**src/rtl/tm1638_pkg.sv**
```systemverilog
// Shared TM1638 definitions: command bytes, key-reader state encoding and key-matrix mapping.
package tm1638_pkg;

    localparam logic [7:0] TM1638_CMD_READ       = 8'h42;
    localparam logic [7:0] TM1638_CMD_WRITE_AUTO = 8'h40;
    localparam logic [7:0] TM1638_CMD_ADDR0      = 8'hC0;
    localparam logic [7:0] TM1638_CMD_DISP_ON    = 8'h8F;

    typedef enum logic [2:0] {
        RD_IDLE  = 3'd0,
        RD_SETUP = 3'd1,
        RD_CMD   = 3'd2,
        RD_WAIT  = 3'd3,
        RD_READ  = 3'd4,
        RD_STOP  = 3'd5,
        RD_DONE  = 3'd6
    } tm1638_rd_state_t;

    // Keys K1..K4 live in bit0 of each scan byte, K5..K8 in bit4.
    function automatic logic [7:0] scan_to_keys(input logic [31:0] scan);
        logic [7:0] k;
        k = '0;
        for (int i = 0; i < 4; i++) begin
            k[i]     = scan[8*i];
            k[i + 4] = scan[8*i + 4];
        end
        return k;
    endfunction

endpackage

```
**src/rtl/tm1638_key_debounce.sv**
```systemverilog
// Holds the key vector until DB_COUNT consecutive identical scans have been seen.
module tm1638_key_debounce #(
    parameter int DB_COUNT = 3
) (
    input  logic       clkinput,
    input  logic       rst_n,
    input  logic       scan_stb,
    input  logic [7:0] keys_raw,
    output logic [7:0] keys
);

    localparam int              DB_W    = $clog2(DB_COUNT + 1);
    localparam logic [DB_W-1:0] DB_TERM = DB_W'(DB_COUNT);

    logic [DB_W-1:0] cnt_reg;
    logic [DB_W-1:0] cnt_next;
    logic [7:0]      prev_reg;
    logic [7:0]      keys_reg;

    // A zero count means no scan seen since reset, so the first scan always starts a run.
    always_comb begin
        cnt_next = cnt_reg;
        if (cnt_reg == '0 || keys_raw != prev_reg) begin
            cnt_next = DB_W'(1);
        end else if (cnt_reg != DB_TERM) begin
            cnt_next = cnt_reg + DB_W'(1);
        end
    end

    always_ff @(posedge clkinput or negedge rst_n) begin
        if (!rst_n) begin
            cnt_reg  <= '0;
            prev_reg <= '0;
            keys_reg <= '0;
        end else if (scan_stb) begin
            cnt_reg  <= cnt_next;
            prev_reg <= keys_raw;
            if (cnt_next == DB_TERM) begin
                keys_reg <= keys_raw;
            end
        end
    end

    assign keys = keys_reg;

endmodule

```
**src/rtl/tm1638_key_reader.sv**
```systemverilog
// TM1638 key-scan reader: sends 0x42, releases DIO and clocks in four scan bytes.
// Optional key debouncing is enabled by defining TM1638_KEY_DEBOUNCE_EN.
module tm1638_key_reader
    import tm1638_pkg::*;
#(
    parameter int HALF_CYC = 1,
    parameter int WAIT_CYC = 4,
    parameter int DB_COUNT = 3
) (
    input  logic        clkinput,
    input  logic        rst_n,
    input  logic        start,
    output logic        busy,
    output logic        stb,
    output logic        clk,
    output logic        dio_out,
    output logic        dio_oe,
    input  logic        dio_in,
    output logic [31:0] scan_data,
    output logic [7:0]  keys,
    output logic        valid
);

    localparam int               CNT_MAX   = (HALF_CYC > WAIT_CYC) ? HALF_CYC : WAIT_CYC;
    localparam int               CNT_W     = $clog2(CNT_MAX + 1);
    localparam logic [CNT_W-1:0] HALF_LOAD = CNT_W'(HALF_CYC - 1);
    localparam logic [CNT_W-1:0] WAIT_LOAD = CNT_W'(WAIT_CYC - 1);

    localparam logic [2:0] S_IDLE  = RD_IDLE;
    localparam logic [2:0] S_SETUP = RD_SETUP;
    localparam logic [2:0] S_CMD   = RD_CMD;
    localparam logic [2:0] S_WAIT  = RD_WAIT;
    localparam logic [2:0] S_READ  = RD_READ;
    localparam logic [2:0] S_STOP  = RD_STOP;
    localparam logic [2:0] S_DONE  = RD_DONE;

    if (HALF_CYC < 1 || WAIT_CYC < 1 || DB_COUNT < 1) begin : g_bad_param
        $error("tm1638_key_reader: HALF_CYC, WAIT_CYC and DB_COUNT must all be >= 1");
    end

    logic [2:0]       state_reg;
    logic [CNT_W-1:0] half_cnt_reg;
    logic [4:0]       bit_cnt_reg;
    logic [31:0]      shift_reg;
    logic [31:0]      scan_data_reg;
    logic             stb_reg;
    logic             sclk_reg;
    logic             dio_out_reg;
    logic             dio_oe_reg;
    logic             busy_reg;
    logic             valid_reg;

    logic       half_done;
    logic       scan_done;
    logic [2:0] cmd_idx_next;
    logic [7:0] keys_raw;

    assign half_done    = (half_cnt_reg == '0);
    assign scan_done    = (state_reg == S_STOP) && half_done;
    assign cmd_idx_next = bit_cnt_reg[2:0] + 3'd1;
    assign keys_raw     = scan_to_keys(shift_reg);

    // Every bus output is a register, so reset forces the idle bus levels immediately.
    always_ff @(posedge clkinput or negedge rst_n) begin
        if (!rst_n) begin
            state_reg     <= S_IDLE;
            half_cnt_reg  <= '0;
            bit_cnt_reg   <= '0;
            shift_reg     <= '0;
            scan_data_reg <= '0;
            stb_reg       <= 1'b1;
            sclk_reg      <= 1'b1;
            dio_out_reg   <= 1'b0;
            dio_oe_reg    <= 1'b0;
            busy_reg      <= 1'b0;
            valid_reg     <= 1'b0;
        end else begin
            valid_reg <= 1'b0;
            if (!half_done) begin
                half_cnt_reg <= half_cnt_reg - CNT_W'(1);
            end
            case (state_reg)
                S_IDLE: begin
                    if (start) begin
                        state_reg    <= S_SETUP;
                        stb_reg      <= 1'b0;
                        dio_oe_reg   <= 1'b1;
                        dio_out_reg  <= 1'b0;
                        busy_reg     <= 1'b1;
                        half_cnt_reg <= HALF_LOAD;
                    end
                end
                S_SETUP: begin
                    if (half_done) begin
                        state_reg    <= S_CMD;
                        sclk_reg     <= 1'b0;
                        dio_out_reg  <= TM1638_CMD_READ[0];
                        bit_cnt_reg  <= '0;
                        half_cnt_reg <= HALF_LOAD;
                    end
                end
                S_CMD: begin
                    if (half_done) begin
                        if (!sclk_reg) begin
                            sclk_reg     <= 1'b1;
                            half_cnt_reg <= HALF_LOAD;
                        end else if (bit_cnt_reg == 5'd7) begin
                            state_reg    <= S_WAIT;
                            dio_oe_reg   <= 1'b0;
                            half_cnt_reg <= WAIT_LOAD;
                        end else begin
                            bit_cnt_reg  <= bit_cnt_reg + 5'd1;
                            sclk_reg     <= 1'b0;
                            dio_out_reg  <= TM1638_CMD_READ[cmd_idx_next];
                            half_cnt_reg <= HALF_LOAD;
                        end
                    end
                end
                S_WAIT: begin
                    if (half_done) begin
                        state_reg    <= S_READ;
                        sclk_reg     <= 1'b0;
                        bit_cnt_reg  <= '0;
                        half_cnt_reg <= HALF_LOAD;
                    end
                end
                S_READ: begin
                    // dio_in is captured on the same edge that raises clk.
                    if (half_done) begin
                        if (!sclk_reg) begin
                            sclk_reg     <= 1'b1;
                            shift_reg    <= {dio_in, shift_reg[31:1]};
                            half_cnt_reg <= HALF_LOAD;
                        end else if (bit_cnt_reg == 5'd31) begin
                            state_reg    <= S_STOP;
                            stb_reg      <= 1'b1;
                            half_cnt_reg <= HALF_LOAD;
                        end else begin
                            bit_cnt_reg  <= bit_cnt_reg + 5'd1;
                            sclk_reg     <= 1'b0;
                            half_cnt_reg <= HALF_LOAD;
                        end
                    end
                end
                S_STOP: begin
                    if (half_done) begin
                        state_reg     <= S_DONE;
                        scan_data_reg <= shift_reg;
                        valid_reg     <= 1'b1;
                    end
                end
                S_DONE: begin
                    state_reg <= S_IDLE;
                    busy_reg  <= 1'b0;
                end
                default: begin
                    state_reg <= S_IDLE;
                end
            endcase
        end
    end

`ifdef TM1638_KEY_DEBOUNCE_EN
    tm1638_key_debounce #(
        .DB_COUNT (DB_COUNT)
    ) u_key_debounce (
        .clkinput (clkinput),
        .rst_n    (rst_n),
        .scan_stb (scan_done),
        .keys_raw (keys_raw),
        .keys     (keys)
    );
`else
    logic [7:0] keys_reg;

    always_ff @(posedge clkinput or negedge rst_n) begin
        if (!rst_n) begin
            keys_reg <= '0;
        end else if (scan_done) begin
            keys_reg <= keys_raw;
        end
    end

    assign keys = keys_reg;
`endif

    assign busy      = busy_reg;
    assign stb       = stb_reg;
    assign clk       = sclk_reg;
    assign dio_out   = dio_out_reg;
    assign dio_oe    = dio_oe_reg;
    assign scan_data = scan_data_reg;
    assign valid     = valid_reg;

endmodule
```
**config.mk**
```make
export PLATFORM = sky130hd
export DESIGN_NAME = tm1638_key_reader
export DESIGN_NICKNAME = d
export VERILOG_FILES = /design/src/rtl/tm1638_pkg.sv /design/src/rtl/tm1638_key_debounce.sv /design/src/rtl/tm1638_key_reader.sv
export SDC_FILE = /design/constraint.sdc
export NUM_CORES = 1
export LEC_CHECK = 0
export CORE_ASPECT_RATIO = 1.5
export CORE_MARGIN = 1
export CORE_UTILIZATION = 30
export DETAILED_ROUTE_END_ITERATION = 10
export PLACE_DENSITY = 0.45
export SYNTH_ARGS = -nofsm -noshare
export SYNTH_HDL_FRONTEND = slang
export SYNTH_SLANG_ARGS = --single-unit
```
**constraint.sdc**
```tcl
create_clock -name clkinput -period 3.11 [get_ports clkinput]
set_input_delay 0.7775 -clock clkinput [delete_from_list [all_inputs] [get_ports clkinput]]
set_output_delay 0.7775 -clock clkinput [all_outputs]
set_load 0.005 [all_outputs]
```
==> impl_metrics.toml, run 1 <==
[clock_tree]
clock_latency_ps = 330
ctsResizeCount = 0
cts_root_buf = "clkbuf_16"
numClockSinks = 81
cts_made_buffers = 9
cts_max_level = 3
postCtsSetupRepairBufs = 0
cts_hold_buf = 0
cts_tree = "done"
cts_max_path_buffers = 2
cts.clk_slew.worst_paths_ps = 60

[timing]
relSlewSlack_pct = 62.0
worst_slew_pin_slew_ps = 569
fmax_mhz = 424
finClkSkew_ps = 4.58
finalWorstSetupSlack_ps = 751
hold_violations = 0
slew_viol_final = 0
rsz0062_at_grt = "false"
finalSetupViolations = 0
final.period_utilization_pct = 75.8
period_minus_slack_ps = 2360
setup-tns-final_ps = 0

[global_route]
track_usage_pct = 12.5
antenna_found_initial = 0
grt_max_degree = 44
grt_overflow = 0
grt_pass1_wl_mm = 11.6
grt_pass1_vias = 2214

[die]
start_util_pct = 30.8
core_area_um2 = 11500
die_area_um2 = 12200
rows = 48
die_w_um = 90.6
die_height_um = 135
ios = 50

[cells_and_area]
fillCellCount = 1082
seqCellArea_um2 = 2030
multi_input_area_um2 = 1340
antennaDiodeCount = 0
area_growth_pct = 26.1
final_cell_count_no_fill = 465
nNetsFinal = 321
postLayoutCoreUtil_pct = 38.8
drive_gt1_share_pct = 29.5
post-route-cell-area_um2 = 4450

[logic_synthesis]
avgSynthCellArea_um2 = 13.3
syn_area_um2 = 3530
synth_compound_area_share_pct = 6.70
synth_flop_cell = "dfrtp_1"
synth_warnings = 0
synth-simple-area-share_pct = 7.12
synth-edff-count = 0
synth_top_family_by_area = "multiplexers"
syn_nets = 276
synthMuxAreaShare_pct = 21.3
synth_seq_cells = 81
synthDistinctLibCells = 41
synth-seq-area-share_pct = 57.5
yosys.area_share.adder_pct = 2.48
synth-xor-area-share_pct = 0.248
syn_inst = 265
synthArstFlopShare_pct = 100

[pwr]
peakVddDrop_mv = 0.303
powerDensity_nw_per_um2 = 505
power.leakage_uw = 0.00207

[setup_path]
cp_cell_sequence = "inv_1, ha_1, nor2b_1, inv_2, nor4b_4, buf_4, mux2_2"
cp-end-kind = "flip-flop"
required_ps = 3320
worstSetupPathType = "reg2reg"
critPathLaunchType = "flip-flop"
critPathArrivalTime_ps = 2570
cp_slowest_cell = "buf_4"
critPathBufInv = 3
crit_family = "buffers and inverters"
cp_slowest_stage_delay_ps = 450
path_max_fanout = 33

[placed_design]
pre_cts_ws_ps = 732
portBuffers = 49
dp_hpwl_mm = 4.64
dp_cells = 449
place.gp.congestion = 0.840
place_area_um2 = 4130

[hold_path]
hold_class = "in2async"

[drt]
via_per_inst = 4.74
ant_nets = 0
wl_mm = 7.03
drt-pass1-iter-count = 4
drt_iter0_drc = 118
routedWlPerCell_um = 15.1
drc_errors = 0
vias = 2206

[run_status]
outcome = "completed"

[run]
drv_cap = 0
==> Yosys cell counts, types with 2 or more instances <==
master	instances	share of area (%)
nand2b_1	4	0.71
buf_2	5	0.71
dfrtp_1	79	56
a21oi_1	8	1.1
and3_2	3	0.64
o21ai_0	9	1.3
mux2_2	64	20
and3_1	2	0.35
dfstp_2	2	1.5
o211ai_1	4	0.85
ha_1	7	2.5
o22ai_1	2	0.35
nor2b_1	2	0.35
a221o_1	2	0.57
nor3_1	2	0.28
clkbuf_1	3	0.32
nand3_1	3	0.42
nand2_1	12	1.3
mux2i_1	3	0.85
nor2_1	10	1.1
buf_4	11	2.3
nand4_1	2	0.35
inv_1	8	0.85
==> through the flow <==
stage	hold WS, ps	total power (µW)
CTS	458	2290
global route	476	2340
finish	438	2250
floorplan	474	1090
detailed placement	494	1130
global placement	483	1130
==> layout by cell type, fill, tap and decap left out, types with 3 or more instances in the layout <==
master            n
ha_1              7
nand3_1           3
o211ai_1          4
and3_2            3
nand2b_1          4
nand2_1          12
clkbuf_16         9
dfrtp_1          79
clkdlybuf4s50_1  48
mux2i_1           3
o21ai_0           9
mux2_2           64
inv_1             8
a21oi_1           8
buf_4             6
nor2_1           10
==> final cells by class <==
class                           instances  share of cell area (%)
Multi-Input combinational cell        154                    30.0
Sequential cell                        81                    45.6
Clock inverter                          4                    1.71
Inverter                                9                   0.758
Clock buffer                           12                    5.53
Tap cell                              150                    4.21
Timing Repair Buffer                   55                    12.2
==> worst register-to-register path, cell delays in order (launching register included) <==
cell and delay (ps):
dfrtp_1 380, inv_1 110, ha_1 170, nor2b_1 330
inv_2 170, nor4b_4 230, buf_4 450, mux2_2 400
==> metal layers <==
| layer | GRT usage, % | routed length, µm | up-vias |
|---|---|---|---|
| met5 | 0 | 0 | - |
| met4 | 7.08 | 158 | 0 |
| met3 | 3.55 | 313 | 11 |
| met2 | 19.9 | 3480 | 52 |
| met1 | 15.2 | 3080 | 1110 |
| li1 | - | - | 1033 |
==> report_power, final <==
group	leakage, µW	switching (µW)	total, µW	internal (µW)
sequential	0.00108	5.58	1070	1060
clock	0.000153	417	1140	727
combinational	0.000840	25.1	37.0	12.0
total	0.00207	448	2250	1800
==> cell families (layout without fill, tap and decap cells) <==
group,after synthesis,in the layout
XOR/XNOR,1,1
AND/OR/NAND/NOR,44,44
adder cells (fa/ha/maj),7,7
buffers and inverters,30,80
multiplexers,67,67
AO/OA/AOI/OAI,35,35
flip-flops,81,81
==> path summary, 6_finish.rpt <==
path / from / slack, ps / depth (start not counted) / endpoint
setup / recovery: half_cnt_reg[0]$_DFF_PN0_ / 750 / 7 / scan_data[0]$_DFFE_PN0P_
hold reg to reg: scan_data[25]$_DFFE_PN0P_ / 510 / 1 / scan_data[25]$_DFFE_PN0P_
max in group asynchronous: rst_n / 2050 / 2 / scan_data[25]$_DFFE_PN0P_
setup reg to reg: half_cnt_reg[0]$_DFF_PN0_ / 750 / 7 / scan_data[0]$_DFFE_PN0P_
hold / removal: rst_n / 440 / 1 / half_cnt_reg[1]$_DFF_PN0_
min in group clkinput: scan_data[25]$_DFFE_PN0P_ / 510 / 1 / scan_data[25]$_DFFE_PN0P_
Note: power is estimated with default switching activity, not from simulation.
==> run 2: changes to the inputs <==
--- a/config.mk
+++ b/config.mk
@@ -9,7 +9,7 @@
 export CORE_MARGIN = 1
 export CORE_UTILIZATION = 30
 export DETAILED_ROUTE_END_ITERATION = 10
-export PLACE_DENSITY = 0.45
+export PLACE_DENSITY = 0.47
 export SYNTH_ARGS = -nofsm -noshare
 export SYNTH_HDL_FRONTEND = slang
 export SYNTH_SLANG_ARGS = --single-unit
==> constraint.sdc (replaced) <==
create_clock -name clkinput -period 1.94 [get_ports clkinput]
set_input_delay 0.485 -clock clkinput [delete_from_list [all_inputs] [get_ports clkinput]]
set_output_delay 0.485 -clock clkinput [all_outputs]
set_load 0.005 [all_outputs]
==> run 2 against run 1 <==
Via count rose by 3.6%. Non-clock buffer count rose by 20. Flip-flop and latch count unchanged. Die area unchanged. Combinational power rose by 64%. The flow now finishes with violations (negative setup slack). Utilization increased by 2.0 points. Clock power grew 37%. Critical endpoint is now scan_data[26]$_DFFE_PN0P_. Sequential power grew 60%. Sequential share of layout area down 2.2 points. Global-route usage rose by 0.27 points. Wire length is 7.4% higher. Count of clock-buffer cells in the layout down 2. Largest cell class unchanged. Highest routed layer unchanged.
==> impl_metrics.toml, run 2 (same netlist as run 1, synthesis figures left out) <==
[setup_path]
path_max_fanout = 6
critPathLaunchType = "flip-flop"
cp-end-kind = "flip-flop"
rrSetupSlack_ps = -20
worstSetupPathType = "reg2reg"
startpoint = "half_cnt_reg[1]$_DFF_PN0_"
critPathArrivalTime_ps = 2180
required_ps = 2160
r2r_start = "half_cnt_reg[1]$_DFF_PN0_"

[clock_tree]
cts_made_buffers = 9
numClockSinks = 81
cts.clk_slew.worst_paths_ps = 60
cts_tree = "done"
cts_max_path_buffers = 2
cts_max_level = 3
cts_hold_buf = 0
cts_root_buf = "clkbuf_16"
clock_latency_ps = 330

[timing]
period_minus_slack_ps = 1960
finalSetupViolations = 14
relSlewSlack_pct = 67.8
worst_slew_pin_slew_ps = 483
hold_ws_ps = 130
hold_violations = 0
slew_viol_final = 0
finClkSkew_ps = 8.67
rsz0062_at_grt = "true"
finalWorstSetupSlack_ps = -16.4
fmax_mhz = 511
final.period_utilization_pct = 101

[die]
die_w_um = 90.6
ios = 50
start_util_pct = 30.8
die_height_um = 135
core_area_um2 = 11500
rows = 48
die_area_um2 = 12200

[pwr]
pwr-share-seq_pct = 51.4
power.leakage_uw = 0.00220
swShare_pct = 21.4
powerDensity_nw_per_um2 = 711
power.internal_uw = 2620
pwr-share-comb_pct = 1.8
peakVddDrop_mv = 0.538
power_switching_uw = 713
clkPwrFrac_pct = 46.7

[run_status]
violations = "negative setup slack"
outcome = "finished, violations left"

[placed_design]
place.gp.congestion = 0.777
dp_cells = 464
portBuffers = 49
dp_hpwl_mm = 4.74

[cells_and_area]
antennaDiodeCount = 0
nNetsFinal = 341
final_cell_count_no_fill = 485
fillCellCount = 1107
mostFrequentLayoutCells = "79 x dfrtp_1, 52 x mux2_2, 48 x clkdlybuf4s50_1"
postLayoutCoreUtil_pct = 40.8
layout_commonest_cell = "dfrtp_1"
area_growth_pct = 32.4
drive_gt1_share_pct = 36.1

[global_route]
grt_max_degree = 82
grt_pass1_vias = 2354
track_usage_pct = 12.8
grt_pass1_wl_mm = 12.3
grt_overflow = 0
antenna_found_initial = 0

[drt]
via_per_inst = 4.71
vias = 2285
routedWlPerCell_um = 15.6
drc_errors = 0
drt-pass1-iter-count = 4
drt_iter0_drc = 84
ant_nets = 0
wl_mm = 7.55

[run]
drv_cap = 0

[hold_path]
hold_class = "in2async"
[run 2: worst paths after layout]
kind                                                   to  cells after the start
worst max-delay path            scan_data[26]$_DFFE_PN0P_                      8
worst min-delay path                   dio_oe$_DFFE_PN0P_                      2
worst max register to register  scan_data[26]$_DFFE_PN0P_                      8
worst min register to register   scan_data[0]$_DFFE_PN0P_                      1
max in group asynchronous                 stb$_DFFE_PN1P_                      2
min in group clkinput            scan_data[0]$_DFFE_PN0P_                      1
[run 2: power groups by stage]
stage	clock network (µW)	registers (µW)	logic, µW
floorplan	0	1740	13.5
global placement	0	1740	63.2
detailed placement	0	1740	64.7
CTS	1620	1710	64.6
global route	1700	1710	70.4
finish	1560	1710	60.8
[run 2: final cells by class]
type                    count  area, µm²  area share [%]
clock buffers              10        239            5.11
clock inverters             6       33.8           0.722
inverters                   9       33.8           0.722
multi-input cells         154       1410            30.1
flip-flops and latches     81       2030            43.4
well taps                 150        188            4.01
repair buffers             75        748            16.0
[run 2: critical path, cell delays in order, from the launching register on]
cell	delay, ps
dfrtp_1	390
inv_2	90
ha_4	140
nor2b_4	160
inv_2	60
nor4b_4	350
buf_6	180
buf_8	140
mux2_2	330
[run 2: per-layer routing]
metal / up-vias / global-route usage (%) / routed length, µm
met5: - / 0 / 0
met4: 0 / 5.38 / 108
met3: 9 / 2.98 / 245
met2: 32 / 21.5 / 3950
met1: 1170 / 15.6 / 3250
li1: 1074 / - / -
[run 2: repair_timing]
action | in CTS | in global routing
pin swaps | 0 | 2
buffers inserted | 1 | 2
resized for setup | 0 | 24
gates cloned | 0 | 2
endpoints found under the setup margin | 1 | 67
[run 2: per-stage QoR]
step / cell area [µm²] / setup slack (ps) / power, µW / setup TNS (ps)
6_report: 4680 / -16.4 / 3330 / -183
3_3_place_gp: 4260 / 34.4 / 1810 / 0
5_1_grt: 4680 / -77.5 / 3480 / -1280
2_1_floorplan: 3530 / -22.0 / 1750 / -606
3_5_place_dp: 4260 / 49.6 / 1810 / 0
4_1_cts: 4540 / 34.0 / 3390 / 0
==> run 3: changes to the inputs <==
--- a/config.mk
+++ b/config.mk
@@ -5,11 +5,14 @@
 export SDC_FILE = /design/constraint.sdc
 export NUM_CORES = 1
 export LEC_CHECK = 0
+export ABC_AREA = 1
 export CORE_ASPECT_RATIO = 1.5
 export CORE_MARGIN = 1
 export CORE_UTILIZATION = 30
 export DETAILED_ROUTE_END_ITERATION = 10
+export HOLD_SLACK_MARGIN = 0.05
 export PLACE_DENSITY = 0.47
 export SYNTH_ARGS = -nofsm -noshare
 export SYNTH_HDL_FRONTEND = slang
+export SYNTH_HIERARCHICAL = 1
 export SYNTH_SLANG_ARGS = --single-unit
==> run 3 against run 2 <==
Highest routed layer unchanged. The flow now finishes without violations. Clock power rose by 6%. First-iteration DRC count increased by 18%. Flip-flop and latch count is the same.
==> impl_metrics.toml, run 3 <==
[run_status]
outcome = "completed"

[pwr]
powerDensity_nw_per_um2 = 1120
power.leakage_uw = 0.00202
peakVddDrop_mv = 0.505

[logic_synthesis]
yosysMostFrequentCell = "dfrtp_1"
synth_flop_cell = "dfrtp_1"
synth_warnings = 6
avgSynthCellArea_um2 = 8.94
synthTopCellsByCount = "79 x dfrtp_1, 77 x nand2_1, 47 x inv_1, 44 x nor2_1, 34 x a21oi_1"
syn_area_um2 = 3550
synth_area_leaders = "dfrtp_1 56%, nand2_1 8.1%, inv_1 5.0%"
syn_inst = 397
synth_top_area_cell = "dfrtp_1"
synth_seq_cells = 81
synthArstFlopShare_pct = 100
synth-edff-count = 0
synthDistinctLibCells = 27
synth-seq-area-share_pct = 57.2
yosysTopAreaCellShare_pct = 55.7
syn_nets = 408

[cells_and_area]
nNetsFinal = 451
area_growth_pct = 25.7
postLayoutCoreUtil_pct = 38.7
antennaDiodeCount = 0
post-route-cell-area_um2 = 4460
drive_gt1_share_pct = 8.35
mostFrequentLayoutCells = "79 x dfrtp_1, 77 x nand2_1, 48 x clkdlybuf4s50_1"
layout_commonest_cell = "dfrtp_1"

[placed_design]
portBuffers = 49
place.gp.congestion = 0.813
place_area_um2 = 4170
dp_hpwl_mm = 4.63

[timing]
relSlewSlack_pct = 68.1
hold_violations = 0
final.period_utilization_pct = 97.0
period_minus_slack_ps = 1880
finalSetupViolations = 0
worst_slew_pin_slew_ps = 478
finClkSkew_ps = 4.04
slew_viol_final = 0
setup-tns-final_ps = 0
hold_ws_ps = 108
fmax_mhz = 531
rsz0062_at_grt = "false"

[drt]
routedWlPerCell_um = 11.6
ant_nets = 0
wl_mm = 6.88
drc_errors = 0
drt-pass1-iter-count = 4
drt_iter0_drc = 99
via_per_inst = 4.41
vias = 2617

[setup_path]
required_ps = 1450
path_max_fanout = 5
worstSetupPathType = "reg2out"
critPathArrivalTime_ps = 1400
rrSetupSlack_ps = 230
cp_slowest_cell = "dfstp_2"
cp_cell_sequence = "clkdlybuf4s50_1"
cp_slowest_stage_delay_ps = 560
cp-end-kind = "output port"
critPathLaunchType = "flip-flop"
critPathBufInv = 1
crit_family = "flip-flops"

[die]
rows = 48
die_area_um2 = 12300
die_height_um = 135
die_w_um = 90.8
ios = 50
start_util_pct = 30.8
core_area_um2 = 11500

[run]
drv_cap = 0

[clock_tree]
cts.clk_slew.worst_paths_ps = 60
cts_max_level = 3
cts_hold_buf = 0
cts_max_path_buffers = 2
clock_latency_ps = 330
cts_made_buffers = 9
cts_tree = "done"
numClockSinks = 81
cts_root_buf = "clkbuf_16"

[global_route]
grt_pass1_vias = 2612
grt_pass1_wl_mm = 12.2
antenna_found_initial = 0
grt_overflow = 0
grt_max_degree = 66
track_usage_pct = 12.6

[hold_path]
hold_class = "in2async"
[run 3: cell count changes in the layout (fill, tap and decap cells not counted), sizes merged, moves of 3 or more]
cell and change:
nand2 +69, nand3 +12, inv +42, mux2 -64, nand2b -4, clkinv -5
mux2i -3, nor2 +37, and3 -5, buf -19, o21ai +37, a21oi +26
[run 3: layout make-up]
cell class | instances | area (µm²)
flip-flops and latches | 81 | 2030
repair buffers | 55 | 583
fillers | 1191 | 7070
multi-input cells | 242 | 1180
clock inverters | 3 | 42.5
clock buffers | 11 | 243
inverters | 51 | 191
well taps | 150 | 188
[run 3: path summary, 6_finish.rpt]
kind / cells past startpoint / endpoint / startpoint
max: 1 / clk / clk$_DFFE_PN1P_
max in group asynchronous: 2 / stb$_DFFE_PN1P_ / rst_n
min: 1 / scan_data[0]$_DFFE_PN0P_ / rst_n
max reg2reg: 9 / bit_cnt_reg[1]$_DFFE_PN0P_ / half_cnt_reg[0]$_DFF_PN0_
min in group clkinput: 2 / dio_oe$_DFFE_PN0P_ / dio_oe$_DFFE_PN0P_
min reg2reg: 2 / dio_oe$_DFFE_PN0P_ / dio_oe$_DFFE_PN0P_
[run 3: where the power goes]
part,total (µW),switching [µW],internal (µW),leakage (µW)
registers,2170,171,2000,0.00107
clock network,1650,635,1020,0.000137
logic,1170,727,438,0.000815
[run 3: metal layers]
layer  global-route usage [%]  share of wire [%]  vias to the layer above
met5                        0                  0                        -
met4                     6.08                1.6                        0
met3                     3.42                3.1                        7
met2                     21.1                 50                       38
met1                     14.9                 46                     1233
li1                         -                  -                     1339
[run 3: cell families after synthesis]
family                   after synthesis  share of synthesized area, %
adder cells (fa/ha/maj)                7                          2.47
buffers and inverters                 74                          9.70
AND/OR/NAND/NOR                      150                          18.2
AO/OA/AOI/OAI                         83                          11.9
XOR/XNOR                               2                         0.494
flip-flops                            81                          57.2
[run 3: repair_timing]
item,4_1_cts,5_1_grt
gates resized for setup,0,1
buffers inserted,0,1
endpoints found under the hold margin,0,0
endpoints found under the setup margin,0,2
[run 3: through the flow]
stage,cells,total power (µW),worst slack (ps)
3_5_place_dp,578,3380,168
4_1_cts,592,5070,43.4
6_report,593,4980,58.4
5_1_grt,593,5380,2.41
2_1_floorplan,397,3060,395
3_3_place_gp,578,3330,201
